File: src/rtl/barrier12_ctl_if.sv
// Channel-side bundle for the twelve-way barrier: arm/abort controls, mask,
// per-channel ready, timeout, and the completion/diagnostic outputs.
interface barrier12_ctl_if #(parameter int unsigned TO_W = 8);
    logic            en;
    logic            clr;
    logic [11:0]     msk;
    logic [11:0]     rdy;
    logic [TO_W-1:0] tmo;
    logic            z0;
    logic            to;
    logic            armed;
    logic [11:0]     pend;

    modport master (output en, clr, msk, rdy, tmo, input z0, to, armed, pend);
    modport slave  (input en, clr, msk, rdy, tmo, output z0, to, armed, pend);
endinterface

File: src/rtl/barrier12_ctl.sv
// Twelve-way barrier synchroniser: sticky per-channel ready flags, single-cycle
// go pulse once every enabled channel reported, optional timeout with diagnostics.
module barrier12_ctl #(
    parameter int unsigned TO_W = 8
) (
    input  logic           ck,
    input  logic           cdn,
    barrier12_ctl_if.slave bus
);
    localparam int unsigned NCH = 12;

    localparam logic [1:0] S_IDLE = 2'd0;
    localparam logic [1:0] S_ARM  = 2'd1;
    localparam logic [1:0] S_FIRE = 2'd2;

    logic [1:0]      state, state_nxt;
    logic [NCH-1:0]  mask_r, mask_nxt;
    logic [NCH-1:0]  sticky, sticky_nxt;
    logic [TO_W-1:0] tmo_r, tmo_nxt;
    logic [TO_W-1:0] cnt, cnt_nxt;
    logic            z0_r, z0_nxt;
    logic            to_r, to_nxt;
    logic            armed_r, armed_nxt;
    logic            done_c;

    // Ready seen this cycle counts as reported, so completion needs no extra cycle.
    assign done_c = &(sticky | bus.rdy | ~mask_r);

    // State register
    always_ff @(posedge ck or negedge cdn) begin
        if (!cdn) begin
            state <= S_IDLE;
        end else begin
            state <= state_nxt;
        end
    end

    // Datapath and registered outputs
    always_ff @(posedge ck or negedge cdn) begin
        if (!cdn) begin
            mask_r  <= '0;
            sticky  <= '0;
            tmo_r   <= '0;
            cnt     <= '0;
            z0_r    <= 1'b0;
            to_r    <= 1'b0;
            armed_r <= 1'b0;
        end else begin
            mask_r  <= mask_nxt;
            sticky  <= sticky_nxt;
            tmo_r   <= tmo_nxt;
            cnt     <= cnt_nxt;
            z0_r    <= z0_nxt;
            to_r    <= to_nxt;
            armed_r <= armed_nxt;
        end
    end

    // Next-state and next-output decode
    always_comb begin
        state_nxt  = state;
        mask_nxt   = mask_r;
        sticky_nxt = sticky;
        tmo_nxt    = tmo_r;
        cnt_nxt    = cnt;
        z0_nxt     = 1'b0;
        to_nxt     = 1'b0;

        if (bus.clr) begin
            state_nxt  = S_IDLE;
            sticky_nxt = '0;
            mask_nxt   = '0;
            cnt_nxt    = '0;
        end else begin
            case (state)
                S_IDLE: begin
                    if (bus.en) begin
                        state_nxt  = S_ARM;
                        mask_nxt   = bus.msk;
                        tmo_nxt    = bus.tmo;
                        sticky_nxt = '0;
                        cnt_nxt    = '0;
                    end
                end
                S_ARM: begin
                    sticky_nxt = sticky | (bus.rdy & mask_r);
                    cnt_nxt    = (cnt == '1) ? cnt : cnt + TO_W'(1);
                    // Completion takes priority over a coincident timeout.
                    if (done_c) begin
                        state_nxt = S_FIRE;
                        z0_nxt    = 1'b1;
                    end else if ((tmo_r != '0) && (cnt == tmo_r - TO_W'(1))) begin
                        state_nxt = S_IDLE;
                        to_nxt    = 1'b1;
                    end
                end
                S_FIRE: begin
                    sticky_nxt = '0;
                    if (bus.en) begin
                        state_nxt = S_ARM;
                        mask_nxt  = bus.msk;
                        tmo_nxt   = bus.tmo;
                        cnt_nxt   = '0;
                    end else begin
                        state_nxt = S_IDLE;
                    end
                end
                default: begin
                    state_nxt = S_IDLE;
                end
            endcase
        end
    end

    assign armed_nxt = (state_nxt == S_ARM);

    assign bus.z0    = z0_r;
    assign bus.to    = to_r;
    assign bus.armed = armed_r;
    assign bus.pend  = mask_r & ~sticky;
endmodule

File: src/flat_wrapper.sv
// flat-port wrapper written by rule: the top's interface ports become plain ports
module barrier12_ctl_flat 
#(
    parameter int unsigned TO_W = 8
)
  (ck, cdn, bus_en, bus_clr, bus_msk, bus_rdy, bus_tmo, bus_z0, bus_to, bus_armed, bus_pend);
  barrier12_ctl_if #(.TO_W(TO_W)) bus_i ();
  input  logic ck;
  input  logic cdn;
  input wire logic [$bits(bus_i.en)-1:0] bus_en;
  input wire logic [$bits(bus_i.clr)-1:0] bus_clr;
  input wire logic [$bits(bus_i.msk)-1:0] bus_msk;
  input wire logic [$bits(bus_i.rdy)-1:0] bus_rdy;
  input wire logic [$bits(bus_i.tmo)-1:0] bus_tmo;
  output wire logic [$bits(bus_i.z0)-1:0] bus_z0;
  output wire logic [$bits(bus_i.to)-1:0] bus_to;
  output wire logic [$bits(bus_i.armed)-1:0] bus_armed;
  output wire logic [$bits(bus_i.pend)-1:0] bus_pend;
  assign bus_i.en = bus_en;
  assign bus_i.clr = bus_clr;
  assign bus_i.msk = bus_msk;
  assign bus_i.rdy = bus_rdy;
  assign bus_i.tmo = bus_tmo;
  assign bus_z0 = bus_i.z0;
  assign bus_to = bus_i.to;
  assign bus_armed = bus_i.armed;
  assign bus_pend = bus_i.pend;
  barrier12_ctl #(.TO_W(TO_W)) u_core (.ck(ck), .cdn(cdn), .bus(bus_i));
endmodule
File: config.mk
export PLATFORM = sky130hd
export DESIGN_NAME = barrier12_ctl_flat
export DESIGN_NICKNAME = d
export VERILOG_FILES = /design/src/rtl/barrier12_ctl_if.sv /design/src/rtl/barrier12_ctl.sv /design/src/flat_wrapper.sv
export SDC_FILE = /design/constraint.sdc
export NUM_CORES = 1
export LEC_CHECK = 0
export CELL_PAD_IN_SITES_DETAIL_PLACEMENT = 0
export CELL_PAD_IN_SITES_GLOBAL_PLACEMENT = 1
export CORE_MARGIN = 2
export CORE_UTILIZATION = 36
export CTS_BUF_LIST = sky130_fd_sc_hd__clkbuf_16
export CTS_CLUSTER_SIZE = 30
export DETAILED_ROUTE_END_ITERATION = 10
export GPL_ROUTABILITY_DRIVEN = 1
export MAX_ROUTING_LAYER = met4
export PLACE_DENSITY = 0.78
export SLEW_MARGIN = 5
export SYNTH_ARGS = -nofsm -noshare
export SYNTH_HDL_FRONTEND = slang
export SYNTH_SLANG_ARGS = --single-unit
File: constraint.sdc
create_clock -name ck -period 2.2 [get_ports ck]
set_input_delay 0.33 -clock ck [delete_from_list [all_inputs] [get_ports ck]]
set_output_delay 0.33 -clock ck [all_outputs]
set_load 0.02 [all_outputs]
# Yosys cells after proc, flatten, opt, wreduce, memory -nomap -nowiden
# Index checks and enable logic that the tools add are counted.
[word_totals] reg_bits=45 in_bits=36 output_inout_bits=15 wordCells=62
[classes] add_sub_neg=2 n_eq_ne=8 mux=23 bitwise_logic=8 n_reduce_logical=13
[ops] operator="12-bit two-way mux" n=5
[ops] operator="12-bit bitwise OR" n=3
[ops] operator="12-bit case mux with 3 select lines" n=1
[ops] operator="12-bit bitwise AND" n=2
[ops] operator="8-bit two-way mux" n=3
[ops] operator="12-bit inverter" n=2
[ops] operator="8-bit case mux with 2 select lines" n=1
[ops] operator="12-bit AND reduction" n=1
[ops] operator="8-bit by 1-bit adder with 8-bit output (second input constant)" n=1
[ops] operator="8-bit == test" n=1
[ops] operator="8-bit == test (second input constant)" n=1
[ops] operator="1-bit two-way mux" n=8
[ops] operator="2-bit two-way mux" n=4
[ops] operator="8-bit nonzero test" n=1
[ops] operator="8-bit by 1-bit subtractor with 8-bit output (second input constant)" n=1
[ops] operator="3-bit != test (second input constant)" n=2
[ops] operator="2-bit case mux with 3 select lines" n=1
[ops] operator="3-bit AND reduction" n=2
[ops] operator="2-bit by 1-bit == test with 1-bit output (second input constant)" n=2
[ops] operator="2-bit AND reduction" n=2
[ops] operator="2-bit nonzero test" n=2
[ops] operator="4-bit nonzero test" n=1
[ops] operator="3-bit by 1-bit != test with 1-bit output (second input constant)" n=1
[ops] operator="3-bit nonzero test" n=1
[ops] operator="5 further kinds" n=5

# Depth between registers and ports, before layout
# Gate-level depths: netlist of run 1.
[depth] ltp_word=8 mapped_depth=7 depth_no_buf=7

# Least setup slack after synthesis of run 1
# No wires, ideal clock.
[synth_path] path_kind="register -> register" from="reg u_core.tmo_r[0]" to="reg u_core.armed_r (netlist: u_core.bus.armed)" setup_time_ns=0.124 arrival_ns=1.789 required_time_ns=2.076 path_slack_ns=0.287 path_stages_with_launch=8 path_buffers=0 period_less_slack_ns=1.913 cell_sequence="dfrtp_1 > inv_1 > ha_1 > nor3b_1 > nand3b_1 > a31oi_1 > o2111ai_2 > o31a_1"
[synth_via] elab_chain_len=8 elab_cells_between_ends=9 cone_classes="add/sub: 1; eq/ne: 2; mux: 4; reduce/logical: 2"
[synth_lines] element="from (decl)" line="barrier12_ctl.sv:19" source="logic [TO_W-1:0] tmo_r, tmo_nxt;"
[synth_lines] element="from (signal assigned)" line="barrier12_ctl.sv:51" source="tmo_r <= tmo_nxt;"
[synth_lines] element="8-bit by 1-bit subtractor with 8-bit output" line="barrier12_ctl.sv:92" source="end else if ((tmo_r != '0) && (cnt == tmo_r - TO_W'(1))) begin"
[synth_lines] element="8-bit == test" line="barrier12_ctl.sv:92"
[synth_lines] element="1-bit logical AND *" line="barrier12_ctl.sv:92"
[synth_lines] element="2-bit two-way mux *" line="barrier12_ctl.sv:92"
[synth_lines] element="2-bit two-way mux *" line="barrier12_ctl.sv:89" source="if (done_c) begin"
[synth_lines] element="2-bit case mux with 3 select lines *" line="barrier12_ctl.sv:75" source="case (state)"
[synth_lines] element="2-bit two-way mux *" line="barrier12_ctl.sv:69" source="if (bus.clr) begin"
[synth_lines] element="2-bit by 1-bit == test with 1-bit output *" line="barrier12_ctl.sv:115" source="assign armed_nxt = (state_nxt == S_ARM);"
[synth_lines] element="named net u_core.armed_nxt" line="barrier12_ctl.sv:23" source="logic armed_r, armed_nxt;"
[synth_lines] element="to (signal assigned)" line="barrier12_ctl.sv:55" source="armed_r <= armed_nxt;"
[synth_lines] element="to (decl)" line="barrier12_ctl.sv:23"
# Mark *: on every way through the listed nets, which the timed path passes. The rest lies on a longest branch.
# A chain may end at the register's enable or synchronous reset.

# Worst setup path after layout of run 1
[layout_path] from="reg u_core.tmo_r[2]" to="reg u_core.armed_r (netlist: u_core.bus.armed)"
# The elaborated chain is that of the path after synthesis.

==> results of run 1 <==
==> state kept, by name, indices dropped and copies added, names as in the netlist <==
register          count
u_core.bus.to         1
u_core.cnt            8
u_core.tmo_r          8
u_core.sticky        12
u_core.state          2
u_core.bus.armed      1
u_core.bus.z0         1
u_core.mask_r        12
==> final cells by class <==
class,instances,share of cell area
clock buffers,5,0.04072
clock inverters,3,0.01384
inverters,10,0.01221
multi-input cells,156,0.3489
flip-flops and latches,45,0.3664
well taps,75,0.03054
repair buffers,59,0.1873
==> layer usage <==
metal / up-vias / global-route usage / share of wire
met5: - / - / 0
met2: 42 / 0.2434 / 0.44
li1: 911 / - / -
met3: 7 / 0.03082 / 0.039
met4: 0 / 0.06408 / 0.022
met1: 866 / 0.2379 / 0.50
==> cells in the final DEF, fill, tap and decap left out, types with 3 or more instances in the layout <==
cell type and n:
clkdlybuf4s50_1 49, dfrtp_1 45, nor2_1 22, a31oi_1 13, nor2b_1 13, xnor2_1 12, a22o_1 12, inv_1 11
nand2_1 10, nor3b_1 9, buf_4 8, nand3_1 7, nor3_1 6, mux2_2 5, clkbuf_16 5, a211oi_1 4
nand3b_1 3, o41ai_1 3, a2111oi_0 3, a21oi_1 3, o21ai_0 3
==> critical path, cell delays in order, from the launching register on <==
cell and delay (ns):
dfrtp_1 0.45, or3_4 0.42, o41a_1 0.46, o221ai_2 0.09, o2111ai_2 0.17, o31a_1 0.31
==> metrics by stage <==
step / total power, mW / hold WS, ns
2_1_floorplan: 1.259 / 0.03441
3_3_place_gp: 1.482 / 0.3279
3_5_place_dp: 1.488 / 0.3295
4_1_cts: 2.349 / 0.02102
5_1_grt: 2.449 / 0.04072
6_report: 2.327 / 0.01386
==> what timing repair did <==
action / in CTS / in global routing
setup buffers: 0 / 0
gates resized for setup: 0 / 1
setup endpoints to repair: 0 / 2
==> power groups by stage <==
stage          clock network (mW)  logic (mW)  registers (mW)
2_1_floorplan                   0       0.293           0.966
3_3_place_gp                    0       0.509           0.973
3_5_place_dp                    0       0.516           0.972
4_1_cts                     0.873       0.520           0.957
5_1_grt                     0.910       0.568           0.971
6_report                    0.852       0.516           0.959
==> final timing paths <==
| kind | startpoint | endpoint | slack, ns | depth (start not counted) |
|---|---|---|---|---|
| max in group asynchronous | cdn | u_core.bus.to | 1.98 | 2 |
| hold / removal | cdn | u_core.tmo_r[3] | 0.01 | 2 |
| setup reg to reg | u_core.tmo_r[2] | u_core.bus.armed | 0.17 | 5 |
| hold reg to reg | u_core.sticky[8] | u_core.sticky[8] | 0.49 | 2 |
| setup / recovery | u_core.tmo_r[2] | u_core.bus.armed | 0.17 | 5 |
| min in group ck | u_core.sticky[8] | u_core.sticky[8] | 0.49 | 2 |
==> logic make-up (layout without fill, tap and decap cells) <==
logic type               count (synthesis)  count (layout)
AND/OR/NAND/NOR                         79              79
AO/OA/AOI/OAI                           55              55
flip-flops                              45              45
buffers and inverters                   20              77
XOR/XNOR                                14              14
multiplexers                             6               6
adder cells (fa/ha/maj)                  2               2
==> results.sh, run 1 <==
export IMPL_drt_iter0_markers=161
export IMPL_power_density_mw_per_mm2=757.4
export IMPL_synth_cell_area_mm2=0.002266
export IMPL_start_kind="flop"
export IMPL_hold_buffers=0
export IMPL_synth_simple_area_share=0.1866
export IMPL_max_freq_ghz=0.4933
export IMPL_utilization=0.5129
export IMPL_antenna_found_initial=0
export IMPL_synth_top_family_by_area="compound AO/OA/AOI/OAI gates"
export IMPL_synth_nets=259
export IMPL_synth_edf_count=0
export IMPL_cts_sinks=45
export IMPL_seq_area_frac_synth=0.4970
export IMPL_cts_buffers=5
export IMPL_worst_pin_slew_ns=1.014
export IMPL_netSwitchingFraction=0.2750
export IMPL_power_share_combinational=0.222
export IMPL_place_ws_ns=0.07778
export IMPL_clkTransAtPathRegs_ns=0.06
export IMPL_ys_types=41
export IMPL_fin_cells=353
export IMPL_ir_drop_v=0.0003474
export IMPL_outcome="completed"
export IMPL_ant_nets=0
export IMPL_coreArea_mm2=0.005991
export IMPL_synth_compound_area_frac=0.1888
export IMPL_dp_cells=345
export IMPL_synthXorXnorAreaFrac=0.05411
export IMPL_p_leak_nw=1.273
export IMPL_port_buffers=50
export IMPL_skew_ns=0.004510
export IMPL_synthFlopType="dfrtp_1"
export IMPL_vias_per_cell=5.173
export IMPL_syn_to_final_growth_pct=35.62
export IMPL_antennaDiodeCount=0
export IMPL_drc=0
export IMPL_start_util=0.3782
export IMPL_grt_max_degree=46
export IMPL_yosysMostFrequentCell="dfrtp_1"
export IMPL_hpwl_um=3785
export IMPL_cts_max_path_buffers=2
export IMPL_rsz0062_at_grt="false"
export IMPL_root_buffer="clkbuf_16"
export IMPL_htreeDepth=2
export IMPL_layout_min_cycle_time_ns=2.027
export IMPL_slew_violations=0
export IMPL_yosys_top_cells_count="dfrtp_1 (45), nor2_1 (23), a31oi_1 (13), nor2b_1 (13)"
export IMPL_finalWorstSetupSlack_ns=0.1727
export IMPL_grt_pass1_vias=1807
export IMPL_ys_ff_latch=45
export IMPL_muxShareOfSynthArea=0.02927
export IMPL_dr_total_vias=1826
export IMPL_clkPwrFrac=0.366
export IMPL_required_ns=2.37
export IMPL_wl_per_cell_um=14.93
export IMPL_synth_fa_ha_area_frac=0.01104
export IMPL_final_area_mm2=0.003073
export IMPL_place_area_mm2=0.002900
export IMPL_intPower_mw=1.687
export IMPL_finalHoldViolCount=0
export IMPL_drive_above_1_share=0.1007
export IMPL_fp_dieH_um=83.34
export IMPL_yosys_warnings=0
export IMPL_grt_pass1_wl_um=9204
export IMPL_pwr_share_seq=0.412
export IMPL_maxCapViolCount=0
export IMPL_fillers=556
export IMPL_multiInputGateArea_mm2=0.001072
export IMPL_switchingPower_mw=0.6400
export IMPL_fp_dieArea_mm2=0.006945
export IMPL_synth_top_area_cell="dfrtp_1"
export IMPL_period_share=0.9215
export IMPL_synthTopCellsByArea="dfrtp_1 (50%), a22o_1 (4.6%), xnor2_1 (4.6%), nor2_1 (3.8%), a31oi_1 (3.6%)"
export IMPL_rows=28
export IMPL_final_nets=315
export IMPL_cp_max_fo=6
export IMPL_drtPass1Iterations=4
export IMPL_cp_end_kind="flop"
export IMPL_grt_ovfl_total=0
export IMPL_regArea_mm2=0.001126
export IMPL_avgSynthCellArea_um2=10.25
export IMPL_wirelength_um=5270
export IMPL_setup_tns_ns=0
export IMPL_ios=51
export IMPL_crit_type="flop to flop"
export IMPL_cts_tree="yes"
export IMPL_die_w_um=83.34
export IMPL_synth_top_area_share=0.4970
export IMPL_netlist_instances=221
export IMPL_finalSetupViolations=0
export IMPL_track_usage=0.1693
export IMPL_crit_arrival_ns=2.19
export IMPL_place_congestion=0.7982
export IMPL_maxSlewHeadroom=0.3227
export IMPL_async_reset_ff_frac=1.000
export IMPL_clkLatencyLatePin_ns=0.29
export IMPL_holdCritPathClass="input port to async pin"
(Power assumes the default switching activity.)
==> run 2, diff against run 1 <==
--- a/config.mk
+++ b/config.mk
@@ -7,7 +7,6 @@
 export LEC_CHECK = 0
 export CELL_PAD_IN_SITES_DETAIL_PLACEMENT = 0
 export CELL_PAD_IN_SITES_GLOBAL_PLACEMENT = 1
-export CORE_MARGIN = 2
 export CORE_UTILIZATION = 36
 export CTS_BUF_LIST = sky130_fd_sc_hd__clkbuf_16
 export CTS_CLUSTER_SIZE = 30
==> results.sh, run 2 (same netlist as run 1, synthesis figures left out) <==
export IMPL_wl_met2_um=2262
export IMPL_start_util=0.3782
export IMPL_drc=0
export IMPL_clkTransAtPathRegs_ns=0.06
export IMPL_total_power_mw=2.197
export IMPL_syn_to_final_growth_pct=33.13
export IMPL_die_w_um=81.34
export IMPL_root_buffer="clkbuf_16"
export IMPL_crit_arrival_ns=2.22
export IMPL_rsz0062_at_grt="false"
export IMPL_antennaDiodeCount=0
export IMPL_crit_type="flop to flop"
export IMPL_fp_dieArea_mm2=0.006615
export IMPL_wirelength_um=5248
export IMPL_drt_iter0_markers=108
export IMPL_finalHoldViolCount=0
export IMPL_coreArea_mm2=0.005991
export IMPL_grt_pass1_wl_um=8666
export IMPL_drtPass1Iterations=5
export IMPL_skew_ns=0.004969
export IMPL_htreeDepth=2
export IMPL_fp_dieH_um=81.34
export IMPL_cts_sinks=45
export IMPL_antenna_found_initial=0
export IMPL_hpwl_um=3731
export IMPL_place_congestion=0.8289
export IMPL_dp_cells=343
export IMPL_maxSlewHeadroom=0.3329
export IMPL_period_share=0.9318
export IMPL_setup_tns_ns=0
export IMPL_ant_nets=0
export IMPL_regArea_mm2=0.001126
export IMPL_final_nets=313
export IMPL_required_ns=2.37
export IMPL_maxCapViolCount=0
export IMPL_intPower_mw=1.562
export IMPL_outcome="completed"
export IMPL_post_cts_buffers=0
export IMPL_switchingPower_mw=0.6349
export IMPL_finalSetupViolations=0
export IMPL_holdCritPathClass="input port to async pin"
export IMPL_cp_end_kind="flop"
export IMPL_utilization=0.5036
export IMPL_vias_per_cell=5.282
export IMPL_hold_buffers=0
export IMPL_final_common_cell="clkdlybuf4s50_1"
export IMPL_netSwitchingFraction=0.2890
export IMPL_cts_resized_gates=0
export IMPL_fin_cells=351
export IMPL_pwr_share_seq=0.436
export IMPL_dr_wl_met3_um=192
export IMPL_ios=51
export IMPL_cts_buffers=5
export IMPL_power_density_mw_per_mm2=728.2
export IMPL_track_usage=0.1821
export IMPL_ir_drop_v=0.0003692
export IMPL_port_buffers=50
export IMPL_clkLatencyLatePin_ns=0.28
export IMPL_worst_pin_slew_ns=0.9987
export IMPL_largest_registers="u_core.mask_r (12), u_core.sticky (12)"
export IMPL_grt_ovfl_total=0
export IMPL_power_share_combinational=0.229
export IMPL_drive_above_1_share=0.09058
export IMPL_slew_violations=0
export IMPL_mostFrequentLayoutCells="clkdlybuf4s50_1 (49), dfrtp_1 (45), nor2_1 (22)"
export IMPL_cts_max_path_buffers=2
export IMPL_m1WireLength_um=2701
export IMPL_cts_tree="yes"
export IMPL_max_freq_ghz=0.4878
export IMPL_cp_max_fo=4
export IMPL_dr_total_vias=1854
export IMPL_layout_min_cycle_time_ns=2.050
export IMPL_wl_per_cell_um=14.95
export IMPL_multiInputGateArea_mm2=0.001067
export IMPL_top_layer_used="met4"
export IMPL_p_leak_nw=1.239
export IMPL_rows=28
export IMPL_grt_max_degree=46
export IMPL_grt_pass1_vias=1753
export IMPL_clkPwrFrac=0.335
export IMPL_fillers=557
export IMPL_start_kind="flop"
==> run 2: layer usage <==
metal,up-vias,track usage
met2,42,0.2442
met4,0,0.08571
met3,8,0.03483
met1,891,0.2599
li1,913,-
met5,-,-
==> run 2: area by class of cell <==
| type | instances | share of cell area |
|---|---|---|
| Inverter | 10 | 0.01244 |
| Multi-Input combinational cell | 156 | 0.3538 |
| Sequential cell | 45 | 0.3733 |
| Tap cell | 75 | 0.03111 |
| Timing Repair Buffer | 57 | 0.1817 |
| Clock inverter | 3 | 0.006221 |
| Clock buffer | 5 | 0.04148 |
==> run 2: power groups by stage <==
stage	combinational (mW)	clock (mW)	sequential, mW
finish	0.502	0.736	0.958
global route	0.550	0.801	0.969
CTS	0.509	0.755	0.957
detailed placement	0.505	0	0.972
global placement	0.500	0	0.972
floorplan	0.293	0	0.966
==> run 2: worst max-delay path, stage by stage, from the launching register on <==
cell       delay (ns)
dfrtp_1          0.40
inv_1            0.08
ha_1             0.23
nor3b_1          0.42
nand3b_1         0.12
a31oi_1          0.21
o2111ai_2        0.17
o31a_1           0.31
==> run 2: worst paths after layout <==
check / start / to / slack [ns] / cells after the start
worst max-delay path: u_core.tmo_r[1] / u_core.bus.armed / 0.15 / 7
worst min-delay path: cdn / u_core.tmo_r[4] / 0.11 / 2
worst max register to register: u_core.tmo_r[1] / u_core.bus.armed / 0.15 / 7
worst min register to register: u_core.sticky[8] / u_core.sticky[8] / 0.50 / 2
max in group asynchronous: cdn / u_core.cnt[4] / 1.68 / 2
min in group ck: u_core.sticky[8] / u_core.sticky[8] / 0.50 / 2
==> run 2: metrics by stage <==
step           hold WS, ns  area [µm²]  setup WS (ns)
2_1_floorplan      0.03441        2266         0.2868
3_3_place_gp        0.4527        2873        0.06167
3_5_place_dp        0.4496        2873        0.07485
4_1_cts             0.1411        3017         0.1432
5_1_grt             0.1813        3017      0.0007465
6_report            0.1132        3017         0.1501
